File: src/rtl/output_serializer.sv
// output_serializer
//   Captures the finished 40-bit results of the left/right ALU pair into a
//   one-deep holding buffer and pulses alu_clear for one cycle. It then shifts
//   both words out MSB first on out_l/out_r under a shared frame strobe. The
//   holding buffer lets the ALUs work on the next sample while the current
//   frame shifts, so frames can run back-to-back.
//
//   Build option: define OUTSER_GAP_EN to insert exactly one idle cycle
//   (out_busy = 0) after every frame.
//
// Ports
//   clk          system clock (SCLK)
//   clear_n      asynchronous active-low reset
//   en           start enable; a frame in progress always completes
//   res_l/res_r  left/right ALU accumulator results
//   valid_l/_r   left/right ALU result-ready levels
//   alu_clear    one-cycle clear pulse to both ALUs on capture
//   out_l/out_r  serial data, MSB first, 0 when not busy
//   out_frame    high while bit WIDTH-1 is presented
//   out_busy     high for all WIDTH bit cycles of a frame
//   frame_count  completed-frame counter, wraps
module output_serializer #(
    parameter int WIDTH = 40,
    parameter int CNT_W = 8
) (
    input  logic             clk,
    input  logic             clear_n,
    input  logic             en,
    input  logic [WIDTH-1:0] res_l,
    input  logic [WIDTH-1:0] res_r,
    input  logic             valid_l,
    input  logic             valid_r,
    output logic             alu_clear,
    output logic             out_l,
    output logic             out_r,
    output logic             out_frame,
    output logic             out_busy,
    output logic [CNT_W-1:0] frame_count
);

    localparam int BC_W = (WIDTH > 1) ? $clog2(WIDTH) : 1;
    localparam logic [BC_W-1:0] LAST_BIT = BC_W'(WIDTH - 1);

`ifdef OUTSER_GAP_EN
    typedef enum logic [1:0] {IDLE, SHIFT, GAP} state_t;
`else
    typedef enum logic [1:0] {IDLE, SHIFT} state_t;
`endif

    state_t           state;
    logic [WIDTH-1:0] hold_l;
    logic [WIDTH-1:0] hold_r;
    logic             hold_full;
    logic [WIDTH-1:0] sh_l;
    logic [WIDTH-1:0] sh_r;
    logic [BC_W-1:0]  bit_cnt;

    logic frame_end;
    logic drain;
    logic capture;

    always_comb begin
        frame_end = (state == SHIFT) && (bit_cnt == '0);
`ifdef OUTSER_GAP_EN
        // Loading straight out of GAP keeps the inter-frame gap at exactly
        // one cycle; going through IDLE first would make it two.
        drain = hold_full && en && ((state == IDLE) || (state == GAP));
`else
        drain = hold_full && en && ((state == IDLE) || frame_end);
`endif
        // A draining buffer can accept a new word at the same edge.
        capture = valid_l && valid_r && !alu_clear && (!hold_full || drain);
    end

    always_ff @(posedge clk or negedge clear_n) begin
        if (!clear_n) begin
            state       <= IDLE;
            hold_l      <= '0;
            hold_r      <= '0;
            hold_full   <= 1'b0;
            sh_l        <= '0;
            sh_r        <= '0;
            bit_cnt     <= '0;
            alu_clear   <= 1'b0;
            frame_count <= '0;
        end else begin
            alu_clear <= capture;

            if (capture) begin
                hold_l    <= res_l;
                hold_r    <= res_r;
                hold_full <= 1'b1;
            end else if (drain) begin
                hold_full <= 1'b0;
            end

            if (frame_end) begin
                frame_count <= frame_count + 1'b1;
            end

            if (drain) begin
                sh_l    <= hold_l;
                sh_r    <= hold_r;
                bit_cnt <= LAST_BIT;
                state   <= SHIFT;
            end else begin
                case (state)
                    SHIFT: begin
                        sh_l <= {sh_l[WIDTH-2:0], 1'b0};
                        sh_r <= {sh_r[WIDTH-2:0], 1'b0};
                        if (frame_end) begin
`ifdef OUTSER_GAP_EN
                            state <= GAP;
`else
                            state <= IDLE;
`endif
                        end else begin
                            bit_cnt <= bit_cnt - 1'b1;
                        end
                    end
`ifdef OUTSER_GAP_EN
                    GAP: state <= IDLE;
`endif
                    default: ;
                endcase
            end
        end
    end

    assign out_busy  = (state == SHIFT);
    assign out_frame = out_busy && (bit_cnt == LAST_BIT);
    assign out_l     = out_busy ? sh_l[WIDTH-1] : 1'b0;
    assign out_r     = out_busy ? sh_r[WIDTH-1] : 1'b0;

endmodule

File: config.mk
export PLATFORM = sky130hd
export DESIGN_NAME = output_serializer
export DESIGN_NICKNAME = d
export VERILOG_FILES = /design/src/rtl/output_serializer.sv
export SDC_FILE = /design/constraint.sdc
export NUM_CORES = 1
export LEC_CHECK = 0
export ABC_AREA = 1
export CAP_MARGIN = 40
export CORE_AREA = 2 2 117 119
export CTS_CLUSTER_DIAMETER = 120
export DETAILED_ROUTE_END_ITERATION = 12
export DIE_AREA = 0 0 119 121
export PLACE_DENSITY = 0.83
export SLEW_MARGIN = 20
export SYNTH_ARGS = -nofsm -noshare
export SYNTH_HDL_FRONTEND = slang
export SYNTH_SLANG_ARGS = --single-unit
File: constraint.sdc
create_clock -name clk -period 3.9 [get_ports clk]
set_input_delay 0.78 -clock clk [delete_from_list [all_inputs] [get_ports clk]]
set_output_delay 0.78 -clock clk [all_outputs]
set_load 0.03 [all_outputs]
==> key figures, run 1 <==
Place
  – Routability cong.: about 0.84
  – Placed insts: between 1,000 and 1,500
  – Post-DP HPWL: slightly below 10,000 um
  – Port Buffers: 97

Drt
  – Via/cell ratio: ~5.5
  – DRC: 0
  – Vias: around 6,200
  – Antenna viol nets, final: 0
  – First DRT Iteration DRCs: ~630
  – Final wirelength: about 16,000 um
  – DRT Pass-1 Iters: 5
  – Avg WL per Cell: 14.3 um

Synthesis
  – Mapped Nets: just under 1,000
  – Dominant synthesized flop cell: dfrtp_1
  – Sequential fraction of the synthesis area: between 50 and 60%
  – Mapped cell area: between 7000 and 8000 sq um
  – Area leader, netlist: dfrtp_1
  – Distinct cells, synth: 24
  – Largest cells by area after synthesis: dfrtp_1 (58%), nand2_1 (17%), nand3_1 (16%)
  – Share of synthesized registers carrying an async set or reset: 100%
  – Share of the synthesized area in the top cell type: just under 60%
  – Yosys warns: 0
  – Post-synth EDFFs: 0
  – Syn Area/Cell: slightly below 9 sq um
  – Yosys reg bits: roughly 180
  – Synthesized instance count: 882
  – Cell with the most instances after synthesis: nand2_1
  – Commonest cells post-synth: nand2_1 (344), nand3_1 (245), dfrtp_1 (177)

Worst setup path
  – Crit. End Element: output port
  – Startpoint types: flop
  – Critical path class: reg -> out
  – WP data required: approximately 3.1 ns
  – Worst Path Arrival: 1.98 ns
  – Crit-path max FO: 8

Hold path
  – Hold Crit Class: in -> async

Global routing
  – Global-route wire length before repair: between 20,000 and 30,000 um
  – Total grt overflow: 0
  – Initial antenna violation count: 0
  – Largest net degree at the start of global routing: between 90 and 100
  – Vias in the first global route: 6,026
  – Total track usage: between 20% and 30%

Die
  – Die height: around 120 um
  – Initial Utilization: 58.4%
  – Floorplan row count: between 40 and 50
  – Die Span X: 119 um
  – IO Pins: slightly below 100
  – Core area: 13,100 sq um
  – Die footprint: 14,400 sq um

Cells and area
  – Layout cells sized above 1: under 10%
  – Ant diodes: 0
  – Final std cells w/o fill: approximately 1,100
  – Area Growth Syn to Fin: 21.1%
  – Final net count: between 1,000 and 1,500

Pwr
  – Cell Pwr Density: just over 500 nW/um^2
  – Leak: between 4 and 5 nW
  – Worst vdd ir: 0.333 mV
  – Total power draw: ~4.8 mW

STA
  – Setup_tns: 0 ns
  – Finish-stage setup viols: 0
  – Tmin final: around 2.8 ns
  – Worst rel slew slack: a little under half
  – Least-Margin Pin Slew: about 0.82 ns
  – Worst Skew: 0.00642 ns
  – Final period utilization: a little under three quarters
  – Hold Vio Cnt, Final: 0
  – FMAX: approximately 360 MHz
  – Unrepaired setup endpoints after global routing: false
  – Fin. max-slew vios: 0

Run
  – Max cap viols: 0

Clock tree
  – Sink Count: about 180
  – Clk_lat worst skew: about 0.43 ns
  – # hold bufs at CTS: 0
  – CTS tree: built
  – Maximum clock insertion buffer count: 2
  – Root buf cell: clkbuf_16
  – Clk slew on worst S/H paths: approximately 0.06 ns
  – Post-CTS setup buffer count: 0
  – Post-CTS sizing: 0
  – H-tree depth: 4
  – CTS Buf Count: 17

Status
  – Outcome: finished clean
-- worst max-delay path, stage by stage (launching register included) --
cell	delay, ns
dfrtp_1	0.51
nand4_1	0.13
nor3b_1	0.21
clkdlybuf4s50_1	0.70
-- report_power, final --
group / total [mW] / internal (mW) / leakage [nW] / switching, mW
combinational: 0.578 / 0.248 / 2.01 / 0.330
clock: 1.69 / 1.04 / 0.295 / 0.656
sequential: 2.48 / 2.25 / 2.34 / 0.232
-- cells by family (layout without fill, tap and decap cells) --
family,after synthesis,after routing,synth area share [%]
fa+ha+maj,4,4,0.655
buf+inv,77,159,5.13
simple gates,614,614,35.3
xor+xnor,6,6,0.688
compound gates,4,4,0.262
flops,177,177,58.0
-- final timing paths --
check                      cells past startpoint         end       start  slack, ns
hold reg to reg                                2  hold_r[32]  hold_r[32]       0.47
setup / recovery                               3   out_frame    state[0]       1.14
hold / removal                                 1  hold_l[13]     clear_n       0.20
setup reg to reg                               9   hold_r[1]  bit_cnt[0]       1.33
max in group asynchronous                      3    sh_r[11]     clear_n       2.58
min in group clk                               2  hold_r[32]  hold_r[32]       0.47
-- state kept, by name, indices dropped and copies added, names as in the netlist, 6 cells and up --
signal / flops
bit_cnt: 6
frame_count: 8
hold_l: 40
hold_r: 40
sh_l: 40
sh_r: 40
-- layout by cell type, fill, tap and decap left out, drive strengths merged --
master         netlist  routed
nor2                11      11
inv                 20      20
buf                 41      13
nor3b                1       1
nand3b               2       2
ha                   4       4
xnor2                1       1
dfrtp              177     177
nor3                 2       2
clkdlybuf4s50        0      96
o21ai                4       4
xor2                 5       5
nand4                3       3
clkinv               0       3
nand3              246     246
clkbuf              16      25
nand2              349     349
bufinv               0       2
-- per-layer routing --
layer | wire [um] | share of wire [%] | global-route usage, %
met2 | 8110 | 50 | 39.7
met5 | 0 | 0 | 0
met3 | 728 | 4.5 | 4.79
met1 | 7040 | 43 | 32.6
met4 | 441 | 2.7 | 10.3
-- stage by stage --
step / util [%] / cell area [sq um] / hold slack [ns] / worst slack, ns
after CTS: 70.3 / 9200 / 0.456 / 1.11
after detailed placement: 65.8 / 8610 / 0.458 / 0.689
after global placement: 65.8 / 8610 / 0.454 / 0.798
after floorplan: - / 7640 / 0.442 / 1.61
after global routing: 70.7 / 9250 / 0.215 / 1.01
final: 70.7 / 9250 / 0.204 / 1.14
-- cell type report --
type | count | area, sq um
flip-flops and latches | 177 | 4430
fillers | 982 | 3830
multi-input cells | 628 | 2820
repair buffers | 109 | 1110
clock buffers | 25 | 515
well taps | 176 | 220
clock inverters | 5 | 75.1
inverters | 20 | 75.1
(Power assumes the default switching activity.)
==> run 2, diff against run 1 <==
--- a/config.mk
+++ b/config.mk
@@ -7,11 +7,11 @@
 export LEC_CHECK = 0
 export ABC_AREA = 1
 export CAP_MARGIN = 40
-export CORE_AREA = 2 2 117 119
+export CORE_AREA = 2 2 121 123
 export CTS_CLUSTER_DIAMETER = 120
 export DETAILED_ROUTE_END_ITERATION = 12
-export DIE_AREA = 0 0 119 121
-export PLACE_DENSITY = 0.83
+export DIE_AREA = 0 0 123 125
+export PLACE_DENSITY = 0.79
 export SLEW_MARGIN = 20
 export SYNTH_ARGS = -nofsm -noshare
 export SYNTH_HDL_FRONTEND = slang
==> constraint.sdc (replaced) <==
create_clock -name clk -period 2.7 [get_ports clk]
set_input_delay 0.54 -clock clk [delete_from_list [all_inputs] [get_ports clk]]
set_output_delay 0.54 -clock clk [all_outputs]
set_load 0.03 [all_outputs]
==> run 2 against run 1 <==
Compared with the run above: final area about the same; largest power group unchanged; non-clock buffer count unchanged; cell count up 0.61%; worst setup slack worse by 0.90 ns; sequential cell count is the same; sequential share of layout area is essentially flat; sequential power is 44% higher; die area up 6.8%; register-to-register slack worse by 0.77 ns; hold slack got worse by 0.12 ns.
==> key figures, run 2 (synthesized netlist as in run 1, its figures left out) <==
Status
  – Outcome: finished clean (unchanged)

Die
  – Die footprint: 15,400 sq um (was 14,400 sq um)
  – Die height: 125 um (was 121 um)
  – Initial Utilization: 53.8% (was 58.4%)
  – Die Span X: 123 um (was 119 um)
  – Floorplan row count: 44 (was 42)
  – Core area: 14,200 sq um (was 13,100 sq um)
  – IO Pins: 98 (unchanged)

Global routing
  – Vias in the first global route: 6,202 (was 6,026)
  – Total grt overflow: 0 (unchanged)
  – Global-route wire length before repair: 28,300 um (was 28,200 um)
  – Total track usage: 22.9% (was 24.5%)
  – Initial antenna violation count: 0 (unchanged)
  – Largest net degree at the start of global routing: 81 (was 95)

Place
  – Routability cong.: 0.769 (was 0.838)
  – Port Buffers: 97 (unchanged)
  – Post-DP HPWL: 9790 um (was 9890 um)
  – Placed insts: 1,118 (was 1,108)
  – Dpl cell area: 8720 sq um (was 8610 sq um)

Cells and area
  – Fill count: 1,166 (was 982)
  – Area Growth Syn to Fin: 21.1% (about the same)
  – Fin area: 9250 sq um (about the same)
  – Most common cell after layout, fill and taps aside: nand2_1 (unchanged)
  – Final std cells w/o fill: 1,147 (was 1,140)
  – Final net count: 1,042 (unchanged)
  – Ant diodes: 0 (unchanged)
  – Layout cells sized above 1: 5.19% (was 5.50%)
  – Most frequent cells in the layout: nand2_1 (344), nand3_1 (245), dfrtp_1 (177), clkdlybuf4s50_1 (96), inv_1 (18) (unchanged)

STA
  – Final period utilization: about nine tenths
  – Fin. max-slew vios: 0 (unchanged)
  – Worst rel slew slack: 62.6% (was 45.4%)
  – FMAX: 405 MHz
  – Hold Vio Cnt, Final: 0 (unchanged)
  – Unrepaired setup endpoints after global routing: false (unchanged)
  – Setup_tns: 0 ns (unchanged)
  – Hold slack: 0.0816 ns (was 0.204 ns)
  – Finish-stage setup viols: 0 (unchanged)
  – Worst Skew: 0.00579 ns (was 0.00642 ns)
  – Tmin final: 2.47 ns
  – Least-Margin Pin Slew: 0.561 ns (was 0.819 ns)

Clock tree
  – # hold bufs at CTS: 0 (unchanged)
  – Clk_lat worst skew: 0.42 ns (was 0.43 ns)
  – CTS Buf Count: 17 (unchanged)
  – H-tree depth: 4 (unchanged)
  – Root buf cell: clkbuf_16 (unchanged)
  – Maximum clock insertion buffer count: 2 (unchanged)
  – Post-CTS setup buffer count: 0 (unchanged)
  – CTS tree: built (unchanged)
  – Post-CTS sizing: 0 (unchanged)
  – Sink Count: 177 (unchanged)
  – Clk slew on worst S/H paths: 0.06 ns (about the same)

Pwr
  – Worst vdd ir: 0.500 mV (was 0.333 mV)
  – NetSw: 1.76 mW (was 1.22 mW)
  – Switch share: 26.4% (was 25.6%)
  – Logic pwr share: 12.6% (was 12.2%)
  – Leak: 4.62 nW (was 4.64 nW)
  – Sequential share of power: 53.6% (was 52.2%)
  – Cell Pwr Density: 722 nW/um^2 (was 513 nW/um^2)
  – Clock power share: 33.7% (was 35.6%)
  – Internal power: 4.91 mW (was 3.53 mW)

Worst setup path
  – Critical path class: reg -> out (unchanged)
  – Startpoint types: flop (unchanged)
  – Reg-to-Reg Start: bit_cnt[0] (unchanged)
  – Crit. End Element: output port (unchanged)
  – R2r endpoint: hold_r[29] (was hold_r[1])
  – Crit. Startpoint: state[0] (unchanged)
  – Crit-path max FO: 8 (unchanged)
  – WP data required: 2.16 ns (was 3.12 ns)
  – Cell depth of the worst flop-to-flop path: 10 (was 9)
  – Reg2Reg Setup Slack: 0.56 ns (was 1.33 ns)
  – Worst Path Arrival: 1.93 ns (was 1.98 ns)

Drt
  – DRC: 0 (unchanged)
  – DRT Pass-1 Iters: 5 (unchanged)
  – First DRT Iteration DRCs: 585 (was 629)
  – Vias: 6,196 (was 6,215)
  – Final wirelength: 16,400 um (was 16,300 um)
  – Via/cell ratio: 5.40 (was 5.45)
  – Antenna viol nets, final: 0 (unchanged)
  – Avg WL per Cell: 14.3 um (about the same)

Run
  – Max cap viols: 0 (unchanged)

Hold path
  – Hold Crit Class: in -> async (unchanged)
-- run 2: changes by cell type in the layout (fill, tap and decap cells not counted), sizes merged --
cell / previous run / this run
bufinv: 2 / 1
clkbuf: 25 / 23
clkinvlp: 0 / 2
-- run 2: worst max path at each step --
stage | to | slack [ns] | cells past startpoint
finish | out_frame | 0.23 | 3
global route | out_frame | 0.11 | 3
global placement | hold_r[24] | 0.34 | 9
detailed placement | hold_r[13] | 0.28 | 9
floorplan | out_frame | 0.65 | 2
CTS | out_frame | 0.23 | 3
-- run 2: power groups by stage --
stage               Combinational, mW  Sequential (mW)  Clock [mW]
floorplan                       0.563             3.53           0
global placement                0.807             3.61           0
detailed placement              0.863             3.61           0
CTS                             0.865             3.58        2.28
global route                    0.994             3.65        2.39
finish                          0.844             3.58        2.25
-- run 2: metrics by stage --
stage          total power, mW  utilization (%)  worst slack [ns]
3_5_place_dp              4.48             61.4             0.277
2_1_floorplan             4.09                -             0.649
3_3_place_gp              4.42             61.4             0.341
5_1_grt                   7.03             65.1             0.111
4_1_cts                   6.72             65.1             0.226
6_report                  6.67             65.1             0.232
-- run 2: worst max-delay path: stages (launching register included) --
cell             delay, ns
dfrtp_1               0.50
nand4_1               0.13
nor3b_1               0.18
clkdlybuf4s50_1       0.69
-- run 2: layout make-up --
cell class / instances / area [sq um] / share of cell area (%)
Inverter: 20 / 75.1 / 0.812
Clock buffer: 23 / 468 / 5.06
Clock inverter: 6 / 60.1 / 0.650
Tap cell: 184 / 230 / 2.49
Timing Repair Buffer: 109 / 1160 / 12.6
Multi-Input combinational cell: 628 / 2820 / 30.5
Sequential cell: 177 / 4430 / 47.9
-- run 2: routing by layer --
layer	vias up	GRT usage, %	part of all wire (%)
met5	-	0	0
met1	3032	30.3	45
met4	0	7.29	1.9
li1	3011	-	-
met2	128	37.7	49
met3	25	5.20	3.7
